### config.mk
export PLATFORM = sky130hd
export DESIGN_NAME = mips_multicycle_controller
export DESIGN_NICKNAME = d
export VERILOG_FILES = /design/src/rtl/mips_ctrl_pkg.sv /design/src/rtl/mem_wait_watchdog.sv /design/src/rtl/mips_multicycle_controller.sv
export SDC_FILE = /design/constraint.sdc
export NUM_CORES = 1
export LEC_CHECK = 0
export BUFFER_PORTS_ARGS = -buffer_cell sky130_fd_sc_hd__buf_2
export CORE_AREA = 2 2 56 45
export CTS_BUF_LIST = sky130_fd_sc_hd__clkbuf_4 sky130_fd_sc_hd__clkbuf_8
export CTS_CLUSTER_SIZE = 30
export DETAILED_ROUTE_END_ITERATION = 7
export DIE_AREA = 0 0 58 47
export PLACE_DENSITY_LB_ADDON = 0.05
export SLEW_MARGIN = 20
export SYNTH_ARGS = -nofsm -noshare
export SYNTH_HDL_FRONTEND = slang
export SYNTH_SLANG_ARGS = --single-unit
export TNS_END_PERCENT = 10
### constraint.sdc
create_clock -name clk -period 4.65 [get_ports clk]
set_input_delay 0.6975 -clock clk [delete_from_list [all_inputs] [get_ports clk]]
set_output_delay 0.6975 -clock clk [all_outputs]
set_load 0.1 [all_outputs]
### src/rtl/mips_ctrl_pkg.sv
// Shared encodings for the multi-cycle MIPS controller, ALU decoder and datapath.
// Latency: n/a (types and constants only).
// Backpressure: n/a.
package mips_ctrl_pkg;

    typedef enum logic [3:0] {
        S_IDLE     = 4'd0,
        S_FETCH    = 4'd1,
        S_DECODE   = 4'd2,
        S_MEMADR   = 4'd3,
        S_MEMREAD  = 4'd4,
        S_MEMWB    = 4'd5,
        S_MEMWRITE = 4'd6,
        S_EXECUTE  = 4'd7,
        S_ALUWB    = 4'd8,
        S_BRANCH   = 4'd9,
        S_ADDIEXEC = 4'd10,
        S_ADDIWB   = 4'd11,
        S_JUMP     = 4'd12,
        S_TRAP     = 4'd15
    } state_t;

    localparam logic [5:0] OP_RTYPE = 6'b000000;
    localparam logic [5:0] OP_LW    = 6'b100011;
    localparam logic [5:0] OP_SW    = 6'b101011;
    localparam logic [5:0] OP_BEQ   = 6'b000100;
    localparam logic [5:0] OP_ADDI  = 6'b001000;
    localparam logic [5:0] OP_J     = 6'b000010;

    localparam logic [1:0] ALUOP_ADD   = 2'b00;
    localparam logic [1:0] ALUOP_SUB   = 2'b01;
    localparam logic [1:0] ALUOP_FUNCT = 2'b10;

    localparam logic [1:0] SRCB_REGB    = 2'b00;
    localparam logic [1:0] SRCB_FOUR    = 2'b01;
    localparam logic [1:0] SRCB_IMM     = 2'b10;
    localparam logic [1:0] SRCB_IMM_SH2 = 2'b11;

    localparam logic [1:0] PCSRC_ALU    = 2'b00;
    localparam logic [1:0] PCSRC_ALUOUT = 2'b01;
    localparam logic [1:0] PCSRC_JUMP   = 2'b10;

    function automatic logic is_mem_state(input state_t s);
        return (s == S_FETCH) || (s == S_MEMREAD) || (s == S_MEMWRITE);
    endfunction

endpackage

### src/rtl/mem_wait_watchdog.sv
// Counts memory wait cycles and flags when LIMIT waits have elapsed without completion.
// Latency: expired is registered count compare, valid the cycle after the LIMIT-th wait.
// Backpressure: none; saturates at LIMIT, LIMIT=0 never expires.
module mem_wait_watchdog #(
    parameter int unsigned LIMIT = 255
) (
    input  logic clk,
    input  logic reset_n,
    input  logic clear,
    input  logic count_en,
    output logic expired
);

    localparam int W = (LIMIT > 0) ? $clog2(LIMIT + 1) : 1;
    localparam logic [W-1:0] LIM = W'(LIMIT);

    logic [W-1:0] cnt;

    always_ff @(posedge clk or negedge reset_n) begin
        if (!reset_n) begin
            cnt <= '0;
        end else if (clear) begin
            cnt <= '0;
        end else if (count_en && (cnt != LIM)) begin
            cnt <= cnt + 1'b1;
        end
    end

    assign expired = (LIMIT != 0) && (cnt == LIM);

endmodule

### src/rtl/mips_multicycle_controller.sv
// Multi-cycle MIPS main control FSM driving datapath enables and alu_op.
// Latency: 3-5 states per instruction plus memory wait cycles; outputs are Moore (mem_ready-gated in FETCH).
// Backpressure: holds in FETCH/MEMREAD/MEMWRITE until mem_ready; watchdog traps on a stuck memory.
module mips_multicycle_controller
    import mips_ctrl_pkg::*;
#(
    parameter int unsigned TIMEOUT_CYCLES = 255
) (
    input  logic       clk,
    input  logic       reset_n,
    input  logic [5:0] op,
    input  logic       zero,
    input  logic       mem_ready,
    output logic       mem_req,
    output logic       iord,
    output logic       mem_write,
    output logic       ir_write,
    output logic       reg_dst,
    output logic       mem_to_reg,
    output logic       reg_write,
    output logic       alu_src_a,
    output logic [1:0] alu_src_b,
    output logic [1:0] alu_op,
    output logic [1:0] pc_src,
    output logic       pc_en,
    output logic       illegal_op,
    output logic       mem_timeout,
    output logic [3:0] state_o
);

    state_t state, state_next;
    logic   set_illegal, set_timeout;
    logic   wd_expired;
    logic   pc_write, branch;

    always_ff @(posedge clk or negedge reset_n) begin
        if (!reset_n) begin
            state       <= S_IDLE;
            illegal_op  <= 1'b0;
            mem_timeout <= 1'b0;
        end else begin
            state       <= state_next;
            illegal_op  <= illegal_op | set_illegal;
            mem_timeout <= mem_timeout | set_timeout;
        end
    end

    // Any state change restarts the wait count, so each access gets a full budget.
    mem_wait_watchdog #(.LIMIT(TIMEOUT_CYCLES)) u_watchdog (
        .clk      (clk),
        .reset_n  (reset_n),
        .clear    (state_next != state),
        .count_en (mem_req & ~mem_ready),
        .expired  (wd_expired)
    );

    always_comb begin
        state_next  = state;
        set_illegal = 1'b0;
        set_timeout = 1'b0;
        case (state)
            S_IDLE:     state_next = S_FETCH;
            S_FETCH, S_MEMREAD, S_MEMWRITE: begin
                // Completion beats the watchdog when both land on the same cycle.
                if (mem_ready) begin
                    case (state)
                        S_FETCH:   state_next = S_DECODE;
                        S_MEMREAD: state_next = S_MEMWB;
                        default:   state_next = S_FETCH;
                    endcase
                end else if (wd_expired) begin
                    state_next  = S_TRAP;
                    set_timeout = 1'b1;
                end
            end
            S_DECODE: begin
                case (op)
                    OP_LW, OP_SW: state_next = S_MEMADR;
                    OP_RTYPE:     state_next = S_EXECUTE;
                    OP_BEQ:       state_next = S_BRANCH;
                    OP_ADDI:      state_next = S_ADDIEXEC;
                    OP_J:         state_next = S_JUMP;
                    default: begin
                        state_next  = S_TRAP;
                        set_illegal = 1'b1;
                    end
                endcase
            end
            S_MEMADR:   state_next = (op == OP_SW) ? S_MEMWRITE : S_MEMREAD;
            S_MEMWB:    state_next = S_FETCH;
            S_EXECUTE:  state_next = S_ALUWB;
            S_ALUWB:    state_next = S_FETCH;
            S_BRANCH:   state_next = S_FETCH;
            S_ADDIEXEC: state_next = S_ADDIWB;
            S_ADDIWB:   state_next = S_FETCH;
            S_JUMP:     state_next = S_FETCH;
            S_TRAP:     state_next = S_TRAP;
            default:    state_next = S_IDLE;
        endcase
    end

    always_comb begin
        mem_req    = is_mem_state(state);
        iord       = 1'b0;
        mem_write  = 1'b0;
        ir_write   = 1'b0;
        reg_dst    = 1'b0;
        mem_to_reg = 1'b0;
        reg_write  = 1'b0;
        alu_src_a  = 1'b0;
        alu_src_b  = SRCB_REGB;
        alu_op     = ALUOP_ADD;
        pc_src     = PCSRC_ALU;
        pc_write   = 1'b0;
        branch     = 1'b0;
        case (state)
            S_FETCH: begin
                alu_src_b = SRCB_FOUR;
                ir_write  = mem_ready;
                pc_write  = mem_ready;
            end
            S_DECODE:   alu_src_b = SRCB_IMM_SH2;
            S_MEMADR: begin
                alu_src_a = 1'b1;
                alu_src_b = SRCB_IMM;
            end
            S_MEMREAD:  iord = 1'b1;
            S_MEMWB: begin
                mem_to_reg = 1'b1;
                reg_write  = 1'b1;
            end
            S_MEMWRITE: begin
                iord      = 1'b1;
                mem_write = 1'b1;
            end
            S_EXECUTE: begin
                alu_src_a = 1'b1;
                alu_op    = ALUOP_FUNCT;
            end
            S_ALUWB: begin
                reg_dst   = 1'b1;
                reg_write = 1'b1;
            end
            S_BRANCH: begin
                alu_src_a = 1'b1;
                alu_op    = ALUOP_SUB;
                pc_src    = PCSRC_ALUOUT;
                branch    = 1'b1;
            end
            S_ADDIEXEC: begin
                alu_src_a = 1'b1;
                alu_src_b = SRCB_IMM;
            end
            S_ADDIWB:   reg_write = 1'b1;
            S_JUMP: begin
                pc_src   = PCSRC_JUMP;
                pc_write = 1'b1;
            end
            default: ;
        endcase
    end

    assign pc_en   = pc_write | (branch & zero);
    assign state_o = state;

endmodule

==> results of run 1 <==
==> state kept, by name, indices dropped and copies added, names as in the netlist <==
name / flops
mem_timeout: 1
u_watchdog.cnt: 8
illegal_op: 1
state_o: 4
==> kinds of logic after synthesis <==
kind of cell	count (synthesis)	synth area share [%]
flip-flops	14	28.54
multiplexers	1	0.8155
buffers and inverters	17	6.625
AND/OR/NAND/NOR	73	33.33
adder cells (fa/ha/maj)	1	1.019
XOR/XNOR	12	8.563
AO/OA/AOI/OAI	31	21.10
==> layer usage <==
metal	share of wire [%]	GRT usage, %
met1	49	33.50
met2	43	33.18
met3	7.3	6.336
met4	0.54	2.791
met5	0	0
==> worst max-delay path by stage <==
stage | to | cells past startpoint | start
2_1_floorplan | pc_en | 5 | state_o[0]$_DFF_PN0_
3_3_place_gp | reg_write | 5 | state_o[3]$_DFF_PN0_
3_5_place_dp | reg_write | 5 | state_o[3]$_DFF_PN0_
4_1_cts | reg_write | 5 | state_o[3]$_DFF_PN0_
5_1_grt | reg_write | 5 | state_o[3]$_DFF_PN0_
6_report | reg_write | 5 | state_o[3]$_DFF_PN0_
==> Yosys cell counts, drive strengths merged, types with 2 or more instances <==
cell	n
buf	8
nand4b	2
inv	4
o21ai	6
or3b	2
nor4	6
xor2	3
clkbuf	5
dfrtp	14
nand2b	4
a2111oi	2
o22ai	3
nor3b	3
a211oi	2
a21o	2
xnor2	9
nand2	9
a21oi	3
nand3	5
nor3	10
nor2	22
o211ai	2
==> cells in the final DEF, fill, tap and decap left out, types with 3 or more instances in the layout <==
cell,count
nand3_1,5
nor3_1,9
xnor2_1,9
dfrtp_1,14
nand2_1,9
o21ai_0,6
buf_2,30
nor2_1,22
nand2b_1,4
nor4_1,4
xor2_1,3
inv_1,4
clkbuf_4,3
o22ai_1,3
==> cell type report <==
| type | count | area (um2) | share of cell area [%] |
|---|---|---|---|
| flip-flops and latches | 14 | 350.3 | 25.32 |
| well taps | 25 | 31.28 | 2.260 |
| multi-input cells | 118 | 800.8 | 57.87 |
| inverters | 4 | 15.01 | 1.085 |
| repair buffers | 30 | 150.1 | 10.85 |
| clock buffers | 4 | 36.28 | 2.622 |
==> worst max-delay path, stage by stage (launching register included) <==
cell and delay [ps]:
dfrtp_1 760, nand2b_1 290, nor2_1 250, o21ba_2 190, o22ai_1 110, buf_2 450
==> per-stage QoR <==
stage               hold WS [ps]  utilization, %  setup slack (ps)  instances  area, um2
finish                     278.1           63.56              1624        195       1384
CTS                        292.0           63.56              1644        195       1384
floorplan                  401.9               -             53.49        149       1232
global placement           445.9           61.90              2103        191       1348
global route               299.6           63.56              1455        195       1384
detailed placement         464.8           61.90              1963        191       1348
==> flow_summary.yaml, run 1 <==
worst_setup_path:
  cp_max_fo: 22
  critPathCaptureType: "primary output"
  r2r-start: "state_o[0]$_DFF_PN0_"
  r2r_slack_ps: 2360
  r2r_end: "u_watchdog.cnt[0]$_DFFE_PN0P_"
  r2r_cells: 5
  worstPathRequired_ps: 3950
  cp-start-kind: "register"
  path_class: "reg -> out"
  arrival_ps: 2330
grt:
  grt_pass1_vias: 986
  grt_max_degree: 23
  antenna_found_initial: 0
  grt_pass1_wl_um: 4609
  grt_overflow: 0
  track_usage_pct: 22.36
logic_synthesis:
  synthCells: 149
  synthArstFlopShare_pct: 100.0
  yosys.area.top_type: "dfrtp_1"
  synth-main-ff-cell: "dfrtp_1"
  ys_ff_latch: 14
  synth.distinct_cells: 54
  synth_edf_count: 0
  yosysSeqAreaShare_pct: 28.54
  syn_area_per_cell_um2: 8.238
  ys_warn_count: 0
  syn_area_um2: 1227
  syn_nets: 160
  yosys-top-cells-area: "dfrtp_1, nor2_1, xnor2_1, nor3_1, nand2_1"
  synth_top_area_share_pct: 28.54
floorplanning:
  rows: 15
  die-width_um: 58
  num_io_pins: 31
  dieArea_um2: 2726
  die_h_um: 47
  start_util_pct: 56.38
  fp.coreArea_um2: 2177
flow_run:
  cap_violations: 0
cts:
  cts_setup_buffers: 0
  cts.path.max_buffers: 2
  htree_levels: 1
  hold_buffers: 0
  cts_buffers: 3
  cts_resized: 0
  cts.reportedPaths.clkPinSlew_ps: 100
  clkSinkCount: 14
  cts_root_buf: "clkbuf_4"
  cts_tree: "built"
  clock_latency_ps: 290
sta:
  worst_slew_pin_slew_ps: 640.7
  fin_crit_ps: 3026
  rsz0062_at_grt: "false"
  finalSetupViolCount: 0
  finClkSkew_ps: 10.47
  min_period_over_period_pct: 65.08
  hold_viol: 0
  drv_slew: 0
  fmax_ghz: 0.3304
  fin_setup_tns_ps: 0
  max_slew_margin_pct: 57.29
route:
  first_pass_iters: 7
  drt_wl_total_um: 2950
  drt_iter0_drc: 58
  wl_per_cell_um: 15.13
  drtAntennaViolNets: 0
  drc: 0
  vias: 1193
  via_per_inst: 6.118
place:
  hpwl_um: 2186
  gp_congestion: 0.8769
  io_buffers: 30
cells_and_area:
  syn2layout_area_growth_pct: 12.74
  drive_above_1_share_pct: 26.47
  n_antenna_cell: 0
  final.fill_count: 189
  nNetsFinal: 182
worst_hold_path:
  min_path_type: "in -> async"
status:
  status: "completed"
Power of run 1 is not shown: default switching activity piles up to over one toggle a cycle in this logic, so the estimate is an artifact.
==> run 2: changes to the inputs <==
--- a/config.mk
+++ b/config.mk
@@ -6,11 +6,11 @@
 export NUM_CORES = 1
 export LEC_CHECK = 0
 export BUFFER_PORTS_ARGS = -buffer_cell sky130_fd_sc_hd__buf_2
-export CORE_AREA = 2 2 56 45
+export CORE_AREA = 2 2 58 46
 export CTS_BUF_LIST = sky130_fd_sc_hd__clkbuf_4 sky130_fd_sc_hd__clkbuf_8
 export CTS_CLUSTER_SIZE = 30
 export DETAILED_ROUTE_END_ITERATION = 7
-export DIE_AREA = 0 0 58 47
+export DIE_AREA = 0 0 60 48
 export PLACE_DENSITY_LB_ADDON = 0.05
 export SLEW_MARGIN = 20
 export SYNTH_ARGS = -nofsm -noshare
==> constraint.sdc (replaced) <==
create_clock -name clk -period 3.1 [get_ports clk]
set_input_delay 0.465 -clock clk [delete_from_list [all_inputs] [get_ports clk]]
set_output_delay 0.465 -clock clk [all_outputs]
set_load 0.1 [all_outputs]
==> run 2 against run 1 <==
Routed wire length up 0.71%; via count down 0.25%; clock skew down 7.6 ps; flip-flop and latch count unchanged; die area up 5.6%; utilization down 1.5 points; critical path type unchanged; largest cell class unchanged.
==> flow_summary.yaml, run 2 (same netlist as run 1, synthesis figures left out) <==
worst_setup_path:
  arrival_ps: 2360
  cp_max_fo: 22
  r2r_end: "u_watchdog.cnt[3]$_DFFE_PN0P_"
  r2r_slack_ps: 790
  critPathCaptureType: "primary output"
  worstPathRequired_ps: 2630
  cp-start-kind: "register"
  r2r-start: "state_o[0]$_DFF_PN0_"
  path_class: "reg -> out"
  r2r_cells: 5
cts:
  clkSinkCount: 14
  cts.path.max_buffers: 2
  cts_setup_buffers: 0
  cts_resized: 0
  clock_latency_ps: 280
  cts.reportedPaths.clkPinSlew_ps: 90
  cts_root_buf: "clkbuf_4"
  htree_levels: 1
  cts_tree: "built"
  hold_buffers: 0
  cts_buffers: 3
sta:
  finClkSkew_ps: 2.870
  fmax_ghz: 0.3545
  drv_slew: 0
  hold_viol: 0
  worst_slew_pin_slew_ps: 689.6
  max_slew_margin_pct: 54.03
  layout_setup_ws_ps: 279.2
  fin_crit_ps: 2821
  rsz0062_at_grt: "false"
  finalSetupViolCount: 0
  min_period_over_period_pct: 90.99
cells_and_area:
  post-route-util_pct: 62.04
  largest_reg_flops: 8
  design_area_um2: 1409
  syn2layout_area_growth_pct: 14.78
  n_antenna_cell: 0
  regMostFlops: "u_watchdog.cnt"
  final_cell_mix: "buf_2, nor2_1, dfrtp_1"
  drive_above_1_share_pct: 27.65
  nNetsFinal: 182
  final_common_cell: "buf_2"
place:
  pre_cts_ws_ps: 637.8
  io_buffers: 30
  gp_congestion: 0.8505
  hpwl_um: 2260
  dpl_cell_area_um2: 1373
status:
  status: "completed"
route:
  drtAntennaViolNets: 0
  first_pass_iters: 4
  vias: 1190
  wl_per_cell_um: 14.56
  drt_iter0_drc: 69
  drt_wl_total_um: 2971
  drc: 0
  via_per_inst: 5.833
grt:
  grt_overflow: 0
  antenna_found_initial: 0
  grt_pass1_wl_um: 4505
  track_usage_pct: 21.13
  grt_max_degree: 23
  grt_pass1_vias: 943
worst_hold_path:
  min_path_type: "in -> async"
floorplanning:
  dieArea_um2: 2880
  num_io_pins: 31
  die-width_um: 60
  rows: 15
  die_h_um: 48
  start_util_pct: 54.05
  fp.coreArea_um2: 2271
flow_run:
  cap_violations: 0
-- run 2: changes by cell type in the layout (fill, tap and decap cells not counted) --
cell     before  now
o21ai_1       0    1
nor2_1       22   21
o21ai_0       6    5
nor2_2        0    1
nor3_4        0    1
nor3_1        9    8
-- run 2: worst max-delay path: stages, from the launching register on --
cell and delay [ps]:
dfrtp_1 770, nand2b_1 320, nor2_1 220, o21ba_2 190, o22ai_1 120, buf_2 450
-- run 2: cell type report --
cell class                      instances  area [um2]
Fill cell                             196       862.1
Clock buffer                            4       36.28
Tap cell                               34       42.54
Timing Repair Buffer                   30       150.1
Inverter                                4       15.01
Multi-Input combinational cell        118       814.5
Sequential cell                        14       350.3
-- run 2: routing by layer --
metal	global-route usage (%)	part of all wire (%)	up-vias	wire length (um)
li1	-	-	584	-
met1	32.35	49	565	1461
met2	30.65	44	41	1301
met3	5.676	7.0	0	208
met4	1.778	0	0	0
met5	0	0	-	0
-- run 2: metrics by stage --
stage	setup TNS, ps	hold slack [ps]	std cells
floorplan	-12470	169.4	149
global placement	0	372.3	200
detailed placement	0	374.8	200
CTS	0	61.14	204
global route	0	75.32	204
finish	0	53.73	204
-- run 2: worst max-delay path by stage --
stage / start / end / slack, ps / cells after the start
after floorplan: state_o[3]$_DFF_PN0_ / reg_dst / -820 / 3
after global placement: state_o[3]$_DFF_PN0_ / reg_write / 730 / 5
after detailed placement: state_o[3]$_DFF_PN0_ / reg_write / 640 / 5
after CTS: state_o[3]$_DFF_PN0_ / reg_write / 300 / 5
after global routing: state_o[3]$_DFF_PN0_ / reg_write / 130 / 5
final: state_o[3]$_DFF_PN0_ / reg_write / 280 / 5
Power of run 2 is left out for the same reason.
